==> config.mk <==
export PLATFORM = sky130hd
export DESIGN_NAME = axis_pattern_gen
export DESIGN_NICKNAME = d
export VERILOG_FILES = /design/src/rtl/axis_pattern_gen.sv
export SDC_FILE = /design/constraint.sdc
export NUM_CORES = 1
export LEC_CHECK = 0
export CAP_MARGIN = 20
export CORE_MARGIN = 5
export CORE_UTILIZATION = 50
export CTS_CLUSTER_SIZE = 14
export DETAILED_ROUTE_END_ITERATION = 12
export GPL_TIMING_DRIVEN = 0
export PLACE_DENSITY = 0.72
export SLEW_MARGIN = 40
export SYNTH_ARGS = -nofsm -noshare
export SYNTH_HDL_FRONTEND = slang
export SYNTH_SLANG_ARGS = --single-unit
==> constraint.sdc <==
create_clock -name clk -period 5.1 [get_ports clk]
set_clock_uncertainty 0.15 [all_clocks]
set_input_delay 0.765 -clock clk [delete_from_list [all_inputs] [get_ports clk]]
set_output_delay 0.765 -clock clk [all_outputs]
set_load 0.02 [all_outputs]
==> src/rtl/axis_pattern_gen.sv <==
// AXI-Stream frame source producing deterministic, self-describing frames with gaps and run control.
// Optional bad-frame marking on tuser is enabled by defining AXIS_PATTERN_GEN_BAD_FRAME_EN.
module axis_pattern_gen #(
    parameter int unsigned DATA_WIDTH = 8,
    parameter int unsigned KEEP_WIDTH = DATA_WIDTH / 8,
    parameter int unsigned LEN_WIDTH  = 16,
    parameter int unsigned GAP_WIDTH  = 8,
    parameter int unsigned CNT_WIDTH  = 16
) (
    input  logic                  clk,
    input  logic                  rst,
    input  logic                  start,
    input  logic                  stop,
    input  logic [LEN_WIDTH-1:0]  cfg_frame_len,
    input  logic [CNT_WIDTH-1:0]  cfg_frame_count,
    input  logic [GAP_WIDTH-1:0]  cfg_gap,
    input  logic [7:0]            cfg_seed,
`ifdef AXIS_PATTERN_GEN_BAD_FRAME_EN
    input  logic [7:0]            cfg_bad_every,
`endif
    output logic [DATA_WIDTH-1:0] m_axis_tdata,
    output logic [KEEP_WIDTH-1:0] m_axis_tkeep,
    output logic                  m_axis_tvalid,
    input  logic                  m_axis_tready,
    output logic                  m_axis_tlast,
    output logic                  m_axis_tuser,
    output logic                  busy,
    output logic                  done,
    output logic [31:0]           frames_sent
);

    typedef enum logic [1:0] {
        ST_IDLE = 2'd0,
        ST_SEND = 2'd1,
        ST_GAP  = 2'd2
    } state_t;

    state_t state, state_d;

    logic [LEN_WIDTH-1:0]  len_q, len_d, beat_q, beat_d;
    logic [CNT_WIDTH-1:0]  count_q, count_d, fidx_q, fidx_d;
    logic [GAP_WIDTH-1:0]  gap_q, gap_d, gcnt_q, gcnt_d;
    logic [7:0]            seed_q, seed_d;
    logic                  stop_pend_q, stop_pend_d;
    logic [31:0]           frames_d;
    logic [DATA_WIDTH-1:0] tdata_d;
    logic                  tvalid_d, tlast_d, tuser_d, busy_d, done_d;
    logic [7:0]            lane_base;

`ifdef AXIS_PATTERN_GEN_BAD_FRAME_EN
    logic [7:0] bad_every_q, bad_every_d, bad_cnt_q, bad_cnt_d;
`endif

    logic hs, last_beat, run_done, stop_any;

    assign hs        = m_axis_tvalid && m_axis_tready;
    assign last_beat = (beat_q == len_q - LEN_WIDTH'(1));
    assign run_done  = (count_q != '0) && (fidx_q + CNT_WIDTH'(1) == count_q);
    assign stop_any  = stop_pend_q || stop;

    // State register
    always_ff @(posedge clk or posedge rst) begin
        if (rst) state <= ST_IDLE;
        else     state <= state_d;
    end

    // Next-state logic
    always_comb begin
        state_d = state;
        case (state)
            ST_IDLE: if (start) state_d = ST_SEND;
            ST_SEND: begin
                if (hs && last_beat) begin
                    if (run_done || stop_any) state_d = ST_IDLE;
                    else if (gap_q == '0)     state_d = ST_SEND;
                    else                      state_d = ST_GAP;
                end
            end
            ST_GAP: begin
                if (stop_any)                       state_d = ST_IDLE;
                else if (gcnt_q <= GAP_WIDTH'(1))   state_d = ST_SEND;
            end
            default: state_d = ST_IDLE;
        endcase
    end

    // Counter updates and next values of the registered outputs, derived from the upcoming state
    always_comb begin
        len_d       = len_q;
        count_d     = count_q;
        gap_d       = gap_q;
        seed_d      = seed_q;
        beat_d      = beat_q;
        fidx_d      = fidx_q;
        gcnt_d      = gcnt_q;
        frames_d    = frames_sent;
        done_d      = 1'b0;
        stop_pend_d = stop_pend_q || ((state != ST_IDLE) && stop);
`ifdef AXIS_PATTERN_GEN_BAD_FRAME_EN
        bad_every_d = bad_every_q;
        bad_cnt_d   = bad_cnt_q;
`endif
        case (state)
            ST_IDLE: begin
                if (start) begin
                    len_d   = (cfg_frame_len == '0) ? LEN_WIDTH'(1) : cfg_frame_len;
                    count_d = cfg_frame_count;
                    gap_d   = cfg_gap;
                    seed_d  = cfg_seed;
                    beat_d  = '0;
                    fidx_d  = '0;
                    gcnt_d  = '0;
`ifdef AXIS_PATTERN_GEN_BAD_FRAME_EN
                    bad_every_d = cfg_bad_every;
                    bad_cnt_d   = 8'd1;
`endif
                end
            end
            ST_SEND: begin
                if (hs) begin
                    if (last_beat) begin
                        beat_d   = '0;
                        fidx_d   = fidx_q + CNT_WIDTH'(1);
                        frames_d = frames_sent + 32'd1;
                        done_d   = run_done;
                        gcnt_d   = gap_q;
`ifdef AXIS_PATTERN_GEN_BAD_FRAME_EN
                        bad_cnt_d = (bad_cnt_q == bad_every_q) ? 8'd1 : bad_cnt_q + 8'd1;
`endif
                    end else begin
                        beat_d = beat_q + LEN_WIDTH'(1);
                    end
                end
            end
            ST_GAP:  gcnt_d = gcnt_q - GAP_WIDTH'(1);
            default: ;
        endcase
        if (state_d == ST_IDLE) stop_pend_d = 1'b0;

        tvalid_d  = (state_d == ST_SEND);
        busy_d    = (state_d != ST_IDLE);
        tdata_d   = '0;
        tlast_d   = 1'b0;
        tuser_d   = 1'b0;
        lane_base = seed_d + fidx_d[7:0] + 8'(beat_d) * 8'(KEEP_WIDTH);
        if (state_d == ST_SEND) begin
            for (int unsigned i = 0; i < KEEP_WIDTH; i++) tdata_d[i*8 +: 8] = lane_base + 8'(i);
            tlast_d = (beat_d == len_d - LEN_WIDTH'(1));
`ifdef AXIS_PATTERN_GEN_BAD_FRAME_EN
            tuser_d = tlast_d && (bad_every_d != 8'd0) && (bad_cnt_d == bad_every_d);
`endif
        end
    end

    // Datapath and output registers
    always_ff @(posedge clk or posedge rst) begin
        if (rst) begin
            len_q         <= '0;
            count_q       <= '0;
            gap_q         <= '0;
            seed_q        <= '0;
            beat_q        <= '0;
            fidx_q        <= '0;
            gcnt_q        <= '0;
            stop_pend_q   <= 1'b0;
            frames_sent   <= '0;
            m_axis_tdata  <= '0;
            m_axis_tkeep  <= '1;
            m_axis_tvalid <= 1'b0;
            m_axis_tlast  <= 1'b0;
            m_axis_tuser  <= 1'b0;
            busy          <= 1'b0;
            done          <= 1'b0;
`ifdef AXIS_PATTERN_GEN_BAD_FRAME_EN
            bad_every_q   <= '0;
            bad_cnt_q     <= '0;
`endif
        end else begin
            len_q         <= len_d;
            count_q       <= count_d;
            gap_q         <= gap_d;
            seed_q        <= seed_d;
            beat_q        <= beat_d;
            fidx_q        <= fidx_d;
            gcnt_q        <= gcnt_d;
            stop_pend_q   <= stop_pend_d;
            frames_sent   <= frames_d;
            m_axis_tdata  <= tdata_d;
            m_axis_tkeep  <= '1;
            m_axis_tvalid <= tvalid_d;
            m_axis_tlast  <= tlast_d;
            m_axis_tuser  <= tuser_d;
            busy          <= busy_d;
            done          <= done_d;
`ifdef AXIS_PATTERN_GEN_BAD_FRAME_EN
            bad_every_q   <= bad_every_d;
            bad_cnt_q     <= bad_cnt_d;
`endif
        end
    end

endmodule

==> results by group, run 1 <==
Synth
  • Compound-Gate Fraction of Synth Area: 0.155
  • Post-Synthesis Net Count: 1133
  • Asr flop ratio synth: 1.00
  • Number of synthesized register bits: 135
  • Multiplexer share of the synthesized area: 0.0241
  • Post-Synth XOR/XNOR Area: 0.118
  • Netlist area before placement: ~9000 um^2
  • Synth Area in Simple Gates: 0.244
  • Share of synthesized area occupied by flip-flops and latches: 0.374
  • Gate count after technology mapping: 1055
  • Adder-cell share of the synthesized area: 0.0388
  • Most used flip-flop cell after synthesis: sky130_fd_sc_hd__dfrtp_1
  • Warning count from the yosys run: 0
  • Main combinational cell family by area after synthesis: simple AND/OR/NAND/NOR gates
  • Netlist cell types: just over 80
  • Average size of a mapped cell: between 8 and 9 um^2
  • Number of flops mapped to enable cells by yosys: 0

Timing
  • Unrepaired setup endpoints after global routing: true
  • Post-route worst hold slack: 337 ps
  • Final setup violation count: 1
  • Fin. Hold Viols: 0
  • Clock period minus final worst setup slack: 5350 ps
  • Highest attainable clock frequency: about 190 MHz
  • Slew headroom: 0.490
  • Slew at the pin with the worst max-slew slack: 760 ps
  • Final setup margin: -246 ps
  • Tcrit/Tclk final: 1.05
  • Pins Over Slew Limit: 0

Route
  • Post-detailed-route DRC marker count: 0
  • Vias: 8509
  • Mean number of vias per cell: 5.91
  • Length of the first detailed-routing pass in iterations: 6
  • Final ANT Viol Nets: 0
  • Total wirelength of the detailed-routed design: 27300 um
  • Wire length per cell after detailed routing: 19.0 um
  • DRC violation total after the first TritonRoute iteration: 825

Clock tree
  • Cts bufs inserted: 17
  • Clock-pin slew on the worst setup and hold paths: 70 ps
  • Clk buf depth: 2
  • Number of sinks driven by the clock tree: 135
  • Later-pin clock latency in the skew report: 430 ps
  • TritonCTS clock tree: built
  • Total number of H-tree levels: 4
  • Root buffer cell: sky130_fd_sc_hd__clkbuf_16
  • Post-CTS Hold Fix Bufs: 0

Place
  • Count of input and output buffers: between 90 and 100
  • Placed wire-length estimate: between 20000 and 25000 um
  • Area after DPL: roughly 10000 um^2
  • Routability congestion estimate from global placement: 0.987
  • Dpl ws: -1990 ps

Die
  • Die width: 144 um
  • Total die area: roughly 21000 um^2
  • Number of primary I/O pins: 99
  • Height of the die: 144 um
  • Core region area: 17800 um^2
  • Standard-cell row count: 49
  • Initial cell density of the core: 0.506

Layout
  • Area Growth Syn to Fin: 28.0%
  • Multi-input gate area: 5600 um^2
  • Total area of sequential cells: 3380 um^2
  • Most common library cell in the layout ignoring fill and taps: sky130_fd_sc_hd__nand2_1
  • Fillers: approximately 1500
  • Count of nets after finishing: about 1300
  • Diodes inserted: 0
  • Most used cells in the layout excluding fill and tap cells: 185 x sky130_fd_sc_hd__nand2_1, 134 x sky130_fd_sc_hd__dfrtp_1, 95 x sky130_fd_sc_hd__clkdlybuf4s50_1
  • Final standard cell area without fillers: 11600 um^2
  • Fraction of final layout cells with drive strength greater than 1: 0.130

GRT
  • Pin count of the biggest net entering global routing: 50
  • Global-route track usage on met2: 0.445
  • Vias in the first global route: 8265
  • Peak-usage layer in the global routing report: met2
  • Wire length of the first global-routing pass: 44100 um
  • Met3 Track Usage GR: 0.0483
  • Total routing usage reported by global routing: 0.271
  • Overall overflow remaining after global route: 0
  • Global-route track usage on met1: 0.355
  • Initial antenna violation count: 0

Min path
  • Critical hold path startpoint: frames_sent[31]
  • Min-Delay Path Class: register to register

Worst setup path
  • Worst Setup Start Kind: register
  • Worst Setup Path Type: register to register
  • Required time at the worst-slack endpoint: between 5000 and 6000 ps
  • Worst Path Max Fanout: 4
  • CP Launch Point: len_q[5]
  • Critical Path AT: 5520 ps
  • Reg2reg start: len_q[5]
  • Capturing element type of the critical path: register

Status
  • Status: finished with violations
  • Violations in the final reports: setup timing

Power
  • Power density relative to cell area: 511 nW/um^2
  • Peak VDD IR: 0.274 mV
  • Cell leakage power: 0.00488 uW

Job
  • Maximum Capacitance Violations: 0
-- power by group --
| group | total, uW | internal (uW) | switching [uW] | leakage (uW) |
|---|---|---|---|---|
| combinational | 3040 | 1200 | 1840 | 0.00283 |
| clock | 1250 | 740 | 508 | 0.000278 |
| sequential | 1610 | 1340 | 269 | 0.00177 |
-- critical path: stages (launching register included) --
cell and delay (ps):
sky130_fd_sc_hd__dfrtp_1 380, sky130_fd_sc_hd__buf_6 120, sky130_fd_sc_hd__or4_4 520, sky130_fd_sc_hd__or3_4 400, sky130_fd_sc_hd__a2111oi_4 370, sky130_fd_sc_hd__nand4_4 200, sky130_fd_sc_hd__nor3_4 240, sky130_fd_sc_hd__buf_6 150
sky130_fd_sc_hd__mux2i_2 240, sky130_fd_sc_hd__o21ai_2 130, sky130_fd_sc_hd__xor2_1 180, sky130_fd_sc_hd__ha_1 300, sky130_fd_sc_hd__ha_2 180, sky130_fd_sc_hd__inv_2 40, sky130_fd_sc_hd__fa_2 410, sky130_fd_sc_hd__nor2b_4 130
sky130_fd_sc_hd__o21ai_1 60, sky130_fd_sc_hd__nand2b_1 80, sky130_fd_sc_hd__a21o_1 130, sky130_fd_sc_hd__a21oi_2 60, sky130_fd_sc_hd__xor3_2 260, sky130_fd_sc_hd__xnor2_2 160, sky130_fd_sc_hd__xnor2_1 150, sky130_fd_sc_hd__and2_1 180
-- flip-flops by register name (all words and copies together), names as in the netlist --
signal         flops
beat_q            16
busy               1
count_q           16
done               1
fidx_q            16
frames_sent       32
gap_q              8
gcnt_q             8
len_q             16
m_axis_tdata       8
m_axis_tlast       1
m_axis_tvalid      1
seed_q             8
state              2
stop_pend_q        1
-- metrics by stage --
step	util	total power, uW	setup TNS, ps	instances
after CTS	0.639	5760	-491	1436
after global placement	0.581	4220	-195960	1380
after global routing	0.648	6260	-462	1439
final	0.648	5900	-246	1439
after floorplan	-	3440	-10.9	1055
after detailed placement	0.584	4260	-7120	1382
-- final timing paths --
check                             endpoint  slack, ps  cells past startpoint
setup / recovery           m_axis_tdata[7]       -250                     23
hold / removal             frames_sent[31]        340                      1
min in group asynchronous       fidx_q[11]        580                      2
setup reg to reg           m_axis_tdata[7]       -250                     23
hold reg to reg            frames_sent[31]        340                      1
max in group asynchronous         len_q[1]       3670                      3
-- layout make-up --
cell class                      instances  share of cell area
Clock inverter                         12              0.0121
Sequential cell                       135               0.292
Timing Repair Buffer                  126               0.107
Multi-Input combinational cell        816               0.484
Clock buffer                           20              0.0386
Tap cell                              229              0.0248
Buffer                                 53              0.0250
Inverter                               48              0.0162
-- per-layer routing --
| layer | vias up | routed length (um) |
|---|---|---|
| met4 | 0 | 949 |
| met2 | 337 | 13100 |
| li1 | 4011 | - |
| met3 | 79 | 1810 |
| met1 | 4082 | 11500 |
| met5 | - | 0 |
-- synth_stat cells (4+ instances only) --
cell,instances,area (um^2)
sky130_fd_sc_hd__fa_1,5,100
sky130_fd_sc_hd__nor2b_1,5,31.3
sky130_fd_sc_hd__o211ai_1,5,37.5
sky130_fd_sc_hd__nand4_1,26,163
sky130_fd_sc_hd__a22o_1,7,61.3
sky130_fd_sc_hd__a31oi_1,12,75.1
sky130_fd_sc_hd__a22oi_1,5,37.5
sky130_fd_sc_hd__a2bb2oi_1,4,35.0
sky130_fd_sc_hd__buf_2,4,20.0
sky130_fd_sc_hd__and2_1,12,75.1
sky130_fd_sc_hd__nand2_1,185,694
sky130_fd_sc_hd__o31ai_1,6,45.0
sky130_fd_sc_hd__and3_1,18,113
sky130_fd_sc_hd__nor4bb_1,4,40.0
sky130_fd_sc_hd__dfrtp_1,135,3380
sky130_fd_sc_hd__a21oi_1,31,155
sky130_fd_sc_hd__nand2b_1,5,31.3
sky130_fd_sc_hd__nor2_1,59,221
sky130_fd_sc_hd__or3_1,6,37.5
sky130_fd_sc_hd__buf_1,7,26.3
sky130_fd_sc_hd__nand3_1,44,220
sky130_fd_sc_hd__a211o_1,4,35.0
sky130_fd_sc_hd__nor3_1,34,170
sky130_fd_sc_hd__o22ai_1,5,31.3
sky130_fd_sc_hd__ha_1,20,250
sky130_fd_sc_hd__mux2_2,6,67.6
sky130_fd_sc_hd__xnor2_1,82,718
sky130_fd_sc_hd__xor2_1,32,280
sky130_fd_sc_hd__o21a_1,5,37.5
sky130_fd_sc_hd__a21o_1,7,52.6
sky130_fd_sc_hd__inv_1,48,180
sky130_fd_sc_hd__o21ai_0,59,295
sky130_fd_sc_hd__a211oi_1,6,45.0
sky130_fd_sc_hd__clkbuf_1,42,158
sky130_fd_sc_hd__mux2i_1,15,150
sky130_fd_sc_hd__nor4_1,25,156
sky130_fd_sc_hd__and4_1,6,52.6
-- logic make-up (layout without fill, tap and decap cells) --
| group | after synthesis | count (layout) |
|---|---|---|
| simple gates | 450 | 450 |
| compound gates | 201 | 201 |
| flops | 135 | 135 |
| xor+xnor | 117 | 117 |
| buf+inv | 104 | 259 |
| fa+ha+maj | 25 | 25 |
| mux | 21 | 21 |
| other cells | 2 | 2 |
-- timing repair --
action,4_1_cts,5_1_grt
buffers inserted,23,5
pin swaps,19,11
gates resized for setup,58,37
setup endpoints to repair,6,3
cloned,0,0
No activity file was read; power rests on OpenSTA's default activity.
==> run 2, diff against run 1 <==
--- a/config.mk
+++ b/config.mk
@@ -12,7 +12,7 @@
 export DETAILED_ROUTE_END_ITERATION = 12
 export GPL_TIMING_DRIVEN = 0
 export PLACE_DENSITY = 0.72
-export SLEW_MARGIN = 40
+export SLEW_MARGIN = 20
 export SYNTH_ARGS = -nofsm -noshare
 export SYNTH_HDL_FRONTEND = slang
 export SYNTH_SLANG_ARGS = --single-unit
==> run 2 against run 1 <==
Against the previous run: the flow still finishes with violations (setup timing); final area up 1.1%; count of clock-buffer cells in the layout down 2; power up 3.5%; setup slack better by 18 ps; global-route usage down 0.21 points; non-clock buffer count up 3; via count up 0.28%; critical path depth down 1; sequential cell count unchanged; fmax up 0.33%; wire length up 0.59%; largest cell class unchanged; highest routed layer unchanged.
==> results by group, run 2 (same netlist as run 1, synthesis figures left out) <==
Status
  • Status: finished with violations
  • Violations in the final reports: setup timing

Power
  • Switching power of the nets: 2650 uW
  • Sw frac: 0.435
  • Power density relative to cell area: 522 nW/um^2
  • Sequential share of power: 0.264
  • Share of power burned in the clock network: 0.226
  • Peak VDD IR: 0.318 mV
  • Share of power burned in combinational logic: 0.510
  • Internal Pwr Total: 3450 uW
  • Cell leakage power: 0.00496 uW

GRT
  • Vias in the first global route: 8417
  • Pin count of the biggest net entering global routing: 87
  • Wire length of the first global-routing pass: 44200 um
  • Total routing usage reported by global routing: 0.269
  • Initial antenna violation count: 0
  • Overall overflow remaining after global route: 0

Timing
  • Pins Over Slew Limit: 0
  • Final setup violation count: 1
  • Clock period minus final worst setup slack: 5330 ps
  • Slew headroom: 0.475
  • Unrepaired setup endpoints after global routing: true
  • Fin. Hold Viols: 0
  • Final setup margin: -228 ps
  • Slew at the pin with the worst max-slew slack: 782 ps
  • Highest attainable clock frequency: 188 MHz
  • Tcrit/Tclk final: 1.04

Layout
  • Multi-input gate area: 5650 um^2
  • Share of the core filled with cells in the final layout: 0.655
  • Final standard cell area without fillers: 11700 um^2
  • Largest reg by FF count: frames_sent
  • Most used cells in the layout excluding fill and tap cells: 184 x sky130_fd_sc_hd__nand2_1, 134 x sky130_fd_sc_hd__dfrtp_1, 95 x sky130_fd_sc_hd__clkdlybuf4s50_1
  • Diodes inserted: 0
  • Max FFs per register: 32
  • Count of nets after finishing: 1278
  • Most common library cell in the layout ignoring fill and taps: sky130_fd_sc_hd__nand2_1
  • Fraction of final layout cells with drive strength greater than 1: 0.138
  • Area Growth Syn to Fin: 29.5%
  • Final Instance Count excl. Fillers: 1442
  • Total area of sequential cells: 3380 um^2
  • Fillers: between 1000 and 1500

Place
  • Routability congestion estimate from global placement: about 0.99
  • Area after DPL: between 10000 and 15000 um^2
  • Cell count after placement: 1381
  • Placed wire-length estimate: 20100 um
  • Count of input and output buffers: 96
  • Dpl ws: -1940 ps

Die
  • Standard-cell row count: 49
  • Core region area: 17800 um^2
  • Height of the die: 144 um
  • Initial cell density of the core: 0.506
  • Total die area: 20800 um^2
  • Number of primary I/O pins: between 90 and 100
  • Die width: 144 um

Worst setup path
  • Critical Path AT: 5490 ps
  • Worst Path Max Fanout: 5
  • CP Launch Point: len_q[5]
  • Worst Setup Start Kind: register
  • Endpoint of the worst-slack reg-to-reg timing path: m_axis_tdata[7]
  • Required time at the worst-slack endpoint: 5260 ps
  • Reg2reg start: len_q[5]
  • Worst reg2reg path depth: 22
  • Setup slack on the worst flop-to-flop path: -230 ps
  • Capturing element type of the critical path: register
  • Worst Setup Path Type: register to register

Route
  • Wire length per cell after detailed routing: about 19 um
  • DRC violation total after the first TritonRoute iteration: slightly above 900
  • Vias: 8533
  • Mean number of vias per cell: 5.92
  • Length of the first detailed-routing pass in iterations: 6
  • Total wirelength of the detailed-routed design: 27500 um
  • Final ANT Viol Nets: 0
  • Post-detailed-route DRC marker count: 0

Clock tree
  • Later-pin clock latency in the skew report: 430 ps
  • Clock-pin slew on the worst setup and hold paths: roughly 60 ps
  • Root buffer cell: sky130_fd_sc_hd__clkbuf_16
  • TritonCTS clock tree: built
  • Number of sinks driven by the clock tree: 135
  • Cts bufs inserted: 17
  • Total number of H-tree levels: 4
  • Post-CTS Hold Fix Bufs: 0
  • Clk buf depth: 2

Job
  • Maximum Capacitance Violations: 0

Min path
  • Capture endpoint of the worst hold path: frames_sent[31]
  • WHS Path Cells: 1
  • Critical hold path startpoint: frames_sent[31]
  • Min-Delay Path Class: register to register
==> run 2: cell count changes in the layout (fill, tap and decap cells not counted), sizes merged <==
cell,delta
clkinvlp,-1
clkbuf,-2
buf,+3
inv,-3
bufinv,+3
clkinv,+3
==> run 2: what timing repair did <==
action,in CTS,in global routing
pin swaps,28,10
setup buffers,25,7
cloned,0,0
setup endpoints to repair,7,2
resized for setup,71,29
==> run 2: worst max path at each step <==
stage | to | slack [ps]
finish | m_axis_tdata[7] | -230
global route | m_axis_tdata[7] | -440
CTS | m_axis_tdata[7] | -220
detailed placement | m_axis_tlast | -1940
global placement | m_axis_tlast | -1960
floorplan | m_axis_tdata[7] | -10
==> run 2: area by class of cell <==
class                      count  share of cell area
buffer                        53              0.0237
clock buffer                  18              0.0367
clock inverter                14              0.0191
inverter                      48              0.0161
multi-input combinational    816               0.483
sequential                   135               0.289
tap                          229              0.0245
timing repair buffer         129               0.108
==> run 2: power by group through the flow <==
stage	Sequential (uW)	Clock, uW	Combinational, uW
after floorplan	1570	0	1870
after global placement	1590	0	2630
after detailed placement	1600	0	2660
after CTS	1600	1390	2950
after global routing	1650	1440	3350
final	1610	1380	3110
==> run 2: critical path: stages, from the launching register on <==
cell and delay (ps):
sky130_fd_sc_hd__dfrtp_1 370, sky130_fd_sc_hd__buf_6 130, sky130_fd_sc_hd__or4_4 520, sky130_fd_sc_hd__or3_4 400
sky130_fd_sc_hd__a2111oi_4 410, sky130_fd_sc_hd__nand4_4 230, sky130_fd_sc_hd__o31ai_4 260, sky130_fd_sc_hd__clkbuf_8 200
sky130_fd_sc_hd__buf_4 130, sky130_fd_sc_hd__nor2_1 60, sky130_fd_sc_hd__o21ai_1 140, sky130_fd_sc_hd__o21a_1 180
sky130_fd_sc_hd__fa_1 420, sky130_fd_sc_hd__inv_1 70, sky130_fd_sc_hd__ha_1 250, sky130_fd_sc_hd__o21ai_1 90
sky130_fd_sc_hd__nand2b_1 80, sky130_fd_sc_hd__a21o_1 190, sky130_fd_sc_hd__a21oi_2 140, sky130_fd_sc_hd__xor3_2 310
sky130_fd_sc_hd__xnor2_2 160, sky130_fd_sc_hd__xnor2_1 150, sky130_fd_sc_hd__and2_1 180
==> run 2: metrics by stage <==
stage / TNS, ps / total power [uW] / hold slack (ps)
6_report: -228 / 6110 / 334
5_1_grt: -450 / 6450 / 356
4_1_cts: -222 / 5940 / 334
3_5_place_dp: -7080 / 4260 / 321
3_3_place_gp: -195960 / 4220 / 311
2_1_floorplan: -10.9 / 3440 / 294
==> run 2: layer usage <==
layer / up-vias / wire length, um / track usage / share of wire
met5: - / 0 / 0 / 0
met4: 0 / 823 / 0.0977 / 0.030
met3: 70 / 1720 / 0.0470 / 0.062
met2: 327 / 13100 / 0.442 / 0.47
met1: 4102 / 11900 / 0.358 / 0.43
li1: 4034 / - / - / -
==> run 3, diff against run 2 <==
--- a/config.mk
+++ b/config.mk
@@ -12,6 +12,7 @@
 export DETAILED_ROUTE_END_ITERATION = 12
 export GPL_TIMING_DRIVEN = 0
 export PLACE_DENSITY = 0.72
+export RECOVER_POWER = 50
 export SLEW_MARGIN = 20
 export SYNTH_ARGS = -nofsm -noshare
 export SYNTH_HDL_FRONTEND = slang
==> run 3 against run 2 <==
Against the previous run: the run ends with capacitance limit, slew limit, setup timing left; register-to-register slack is essentially flat; clock power is essentially flat; final area shrank 0.29%; first-iteration DRC count shrank 1.7%; critical endpoint unchanged; highest routed layer unchanged.
==> results by group, run 3 (same netlist as run 1, synthesis figures left out) <==
Status
  • Status: finished with violations
  • Violations in the final reports: capacitance limit, slew limit, setup timing

Clock tree
  • Clock-pin slew on the worst setup and hold paths: 60 ps
  • Later-pin clock latency in the skew report: 420 ps
  • Number of sinks driven by the clock tree: ~140
  • TritonCTS clock tree: built
  • Post-CTS Hold Fix Bufs: 0
  • Root buffer cell: sky130_fd_sc_hd__clkbuf_16
  • Cts bufs inserted: 17
  • Clk buf depth: 2
  • Total number of H-tree levels: 4

Route
  • Mean number of vias per cell: 5.95
  • Wire length per cell after detailed routing: approximately 19 um
  • Total wirelength of the detailed-routed design: approximately 28000 um
  • Post-detailed-route DRC marker count: 0
  • DRC violation total after the first TritonRoute iteration: 910
  • Final ANT Viol Nets: 0
  • Vias: 8580
  • Length of the first detailed-routing pass in iterations: 6

Power
  • Sequential share of power: 0.265
  • Cell leakage power: 0.00495 uW
  • Share of power burned in combinational logic: 0.508
  • Sw frac: 0.435
  • Switching power of the nets: 2650 uW
  • Share of power burned in the clock network: 0.226
  • Internal Pwr Total: 3440 uW
  • Power density relative to cell area: 522 nW/um^2
  • Peak VDD IR: 0.316 mV

Die
  • Core region area: approximately 18000 um^2
  • Standard-cell row count: 49
  • Die width: around 140 um
  • Height of the die: 144 um
  • Initial cell density of the core: 0.506
  • Total die area: 20800 um^2
  • Number of primary I/O pins: 99

Worst setup path
  • Worst Setup Start Kind: register
  • Worst Setup Path Type: register to register
  • Capturing element type of the critical path: register
  • Setup slack on the worst flop-to-flop path: -230 ps
  • Required time at the worst-slack endpoint: 5260 ps
  • Capture point of the worst path: m_axis_tdata[7]
  • Worst Path Max Fanout: 5
  • Reg2reg start: len_q[5]
  • Critical Path AT: 5490 ps
  • Endpoint of the worst-slack reg-to-reg timing path: m_axis_tdata[7]
  • Worst reg2reg path depth: 22
  • CP Launch Point: len_q[5]

Timing
  • Post-route worst hold slack: 334 ps
  • Unrepaired setup endpoints after global routing: true
  • Pins Over Slew Limit: 138
  • Highest attainable clock frequency: 188 MHz
  • Final setup margin: -232 ps
  • Fin. Hold Viols: 0
  • Clock period minus final worst setup slack: roughly 5300 ps
  • Slew at the pin with the worst max-slew slack: 2190 ps
  • Final setup violation count: 2
  • Slew headroom: -0.467
  • Tcrit/Tclk final: 1.05

Layout
  • Max FFs per register: 32
  • Most used cells in the layout excluding fill and tap cells: 184 x sky130_fd_sc_hd__nand2_1, 134 x sky130_fd_sc_hd__dfrtp_1, 89 x sky130_fd_sc_hd__clkdlybuf4s50_1
  • Most common library cell in the layout ignoring fill and taps: sky130_fd_sc_hd__nand2_1
  • Fillers: between 1500 and 2000
  • Area Growth Syn to Fin: 29.1%
  • Diodes inserted: 0
  • Count of nets after finishing: ~1300
  • Largest reg by FF count: frames_sent
  • Fraction of final layout cells with drive strength greater than 1: 0.133

Place
  • Placed wire-length estimate: between 20000 and 25000 um
  • Routability congestion estimate from global placement: 0.987
  • Count of input and output buffers: 96
  • Dpl ws: -1940 ps

GRT
  • Initial antenna violation count: 0
  • Overall overflow remaining after global route: 0
  • Wire length of the first global-routing pass: 44200 um
  • Pin count of the biggest net entering global routing: 87
  • Total routing usage reported by global routing: 0.269
  • Vias in the first global route: 8417

Job
  • Maximum Capacitance Violations: 2

Min path
  • Critical hold path startpoint: frames_sent[31]
  • Min-Delay Path Class: register to register
## run 3: cell types whose count changed in the layout (fill, tap and decap cells not counted)
cell,change
sky130_fd_sc_hd__a21boi_0,+1
sky130_fd_sc_hd__a21boi_2,-1
sky130_fd_sc_hd__buf_16,-1
sky130_fd_sc_hd__clkbuf_1,+1
sky130_fd_sc_hd__clkdlybuf4s50_1,-6
sky130_fd_sc_hd__clkinvlp_2,+1
sky130_fd_sc_hd__dlygate4sd3_1,+6
sky130_fd_sc_hd__inv_8,-1
sky130_fd_sc_hd__mux2_1,+4
sky130_fd_sc_hd__mux2_2,-4
## run 3: per-layer routing
layer	vias up	wire length [um]	GRT usage
li1	4036	-	-
met1	4128	11800	0.358
met2	346	13100	0.442
met3	70	1810	0.0470
met4	0	823	0.0977
met5	-	0	0
## run 3: repair_timing
item / 4_1_cts / 5_1_grt
buffers inserted: 25 / 7
endpoints found under the setup margin: 7 / 2
resized for setup: 71 / 29
pin swaps: 28 / 10
## run 3: worst min path at each step
| stage | to | slack [ps] | cells after the start |
|---|---|---|---|
| 2_1_floorplan | seed_q[1] | 290 | 2 |
| 3_3_place_gp | frames_sent[31] | 310 | 1 |
| 3_5_place_dp | frames_sent[31] | 320 | 1 |
| 4_1_cts | frames_sent[31] | 330 | 1 |
| 5_1_grt | frames_sent[31] | 360 | 1 |
| 6_report | frames_sent[31] | 330 | 1 |
## run 3: layout make-up
class	instances	area, um^2	area share
inverters	48	181	0.0156
clock buffers	18	429	0.0368
multi-input cells	816	5640	0.484
clock inverters	14	223	0.0191
repair buffers	129	1240	0.106
well taps	229	287	0.0246
flip-flops and latches	135	3380	0.290
plain buffers	53	275	0.0236
## run 3: stage by stage
stage               cells  total power (uW)  utilization  TNS (ps)  cell area (um^2)
floorplan            1055              3440            -     -10.9              9110
global placement     1380              4220        0.581   -195960             10400
detailed placement   1381              4260        0.583     -7080             10400
CTS                  1435              5940        0.645      -222             11500
global route         1442              6430        0.653     -9670             11700
finish               1442              6090        0.653      -243             11700
## run 3: power by group through the flow
stage / registers [uW] / logic (uW) / clock network (uW)
floorplan: 1570 / 1870 / 0
detailed placement: 1600 / 2660 / 0
global placement: 1590 / 2630 / 0
global route: 1650 / 3330 / 1440
CTS: 1600 / 2950 / 1390
finish: 1610 / 3090 / 1380
## run 3: critical path, cell delays in order (launching register included)
cell	delay, ps
sky130_fd_sc_hd__dfrtp_1	380
sky130_fd_sc_hd__buf_6	130
sky130_fd_sc_hd__or4_4	530
sky130_fd_sc_hd__or3_4	400
sky130_fd_sc_hd__a2111oi_4	410
sky130_fd_sc_hd__nand4_4	220
sky130_fd_sc_hd__o31ai_4	260
sky130_fd_sc_hd__clkbuf_8	200
sky130_fd_sc_hd__buf_4	130
sky130_fd_sc_hd__nor2_1	60
sky130_fd_sc_hd__o21ai_1	140
sky130_fd_sc_hd__o21a_1	180
sky130_fd_sc_hd__fa_1	420
sky130_fd_sc_hd__inv_1	70
sky130_fd_sc_hd__ha_1	250
sky130_fd_sc_hd__o21ai_1	90
sky130_fd_sc_hd__nand2b_1	80
sky130_fd_sc_hd__a21o_1	190
sky130_fd_sc_hd__a21oi_2	140
sky130_fd_sc_hd__xor3_2	310
sky130_fd_sc_hd__xnor2_2	160
sky130_fd_sc_hd__xnor2_1	150
sky130_fd_sc_hd__and2_1	180
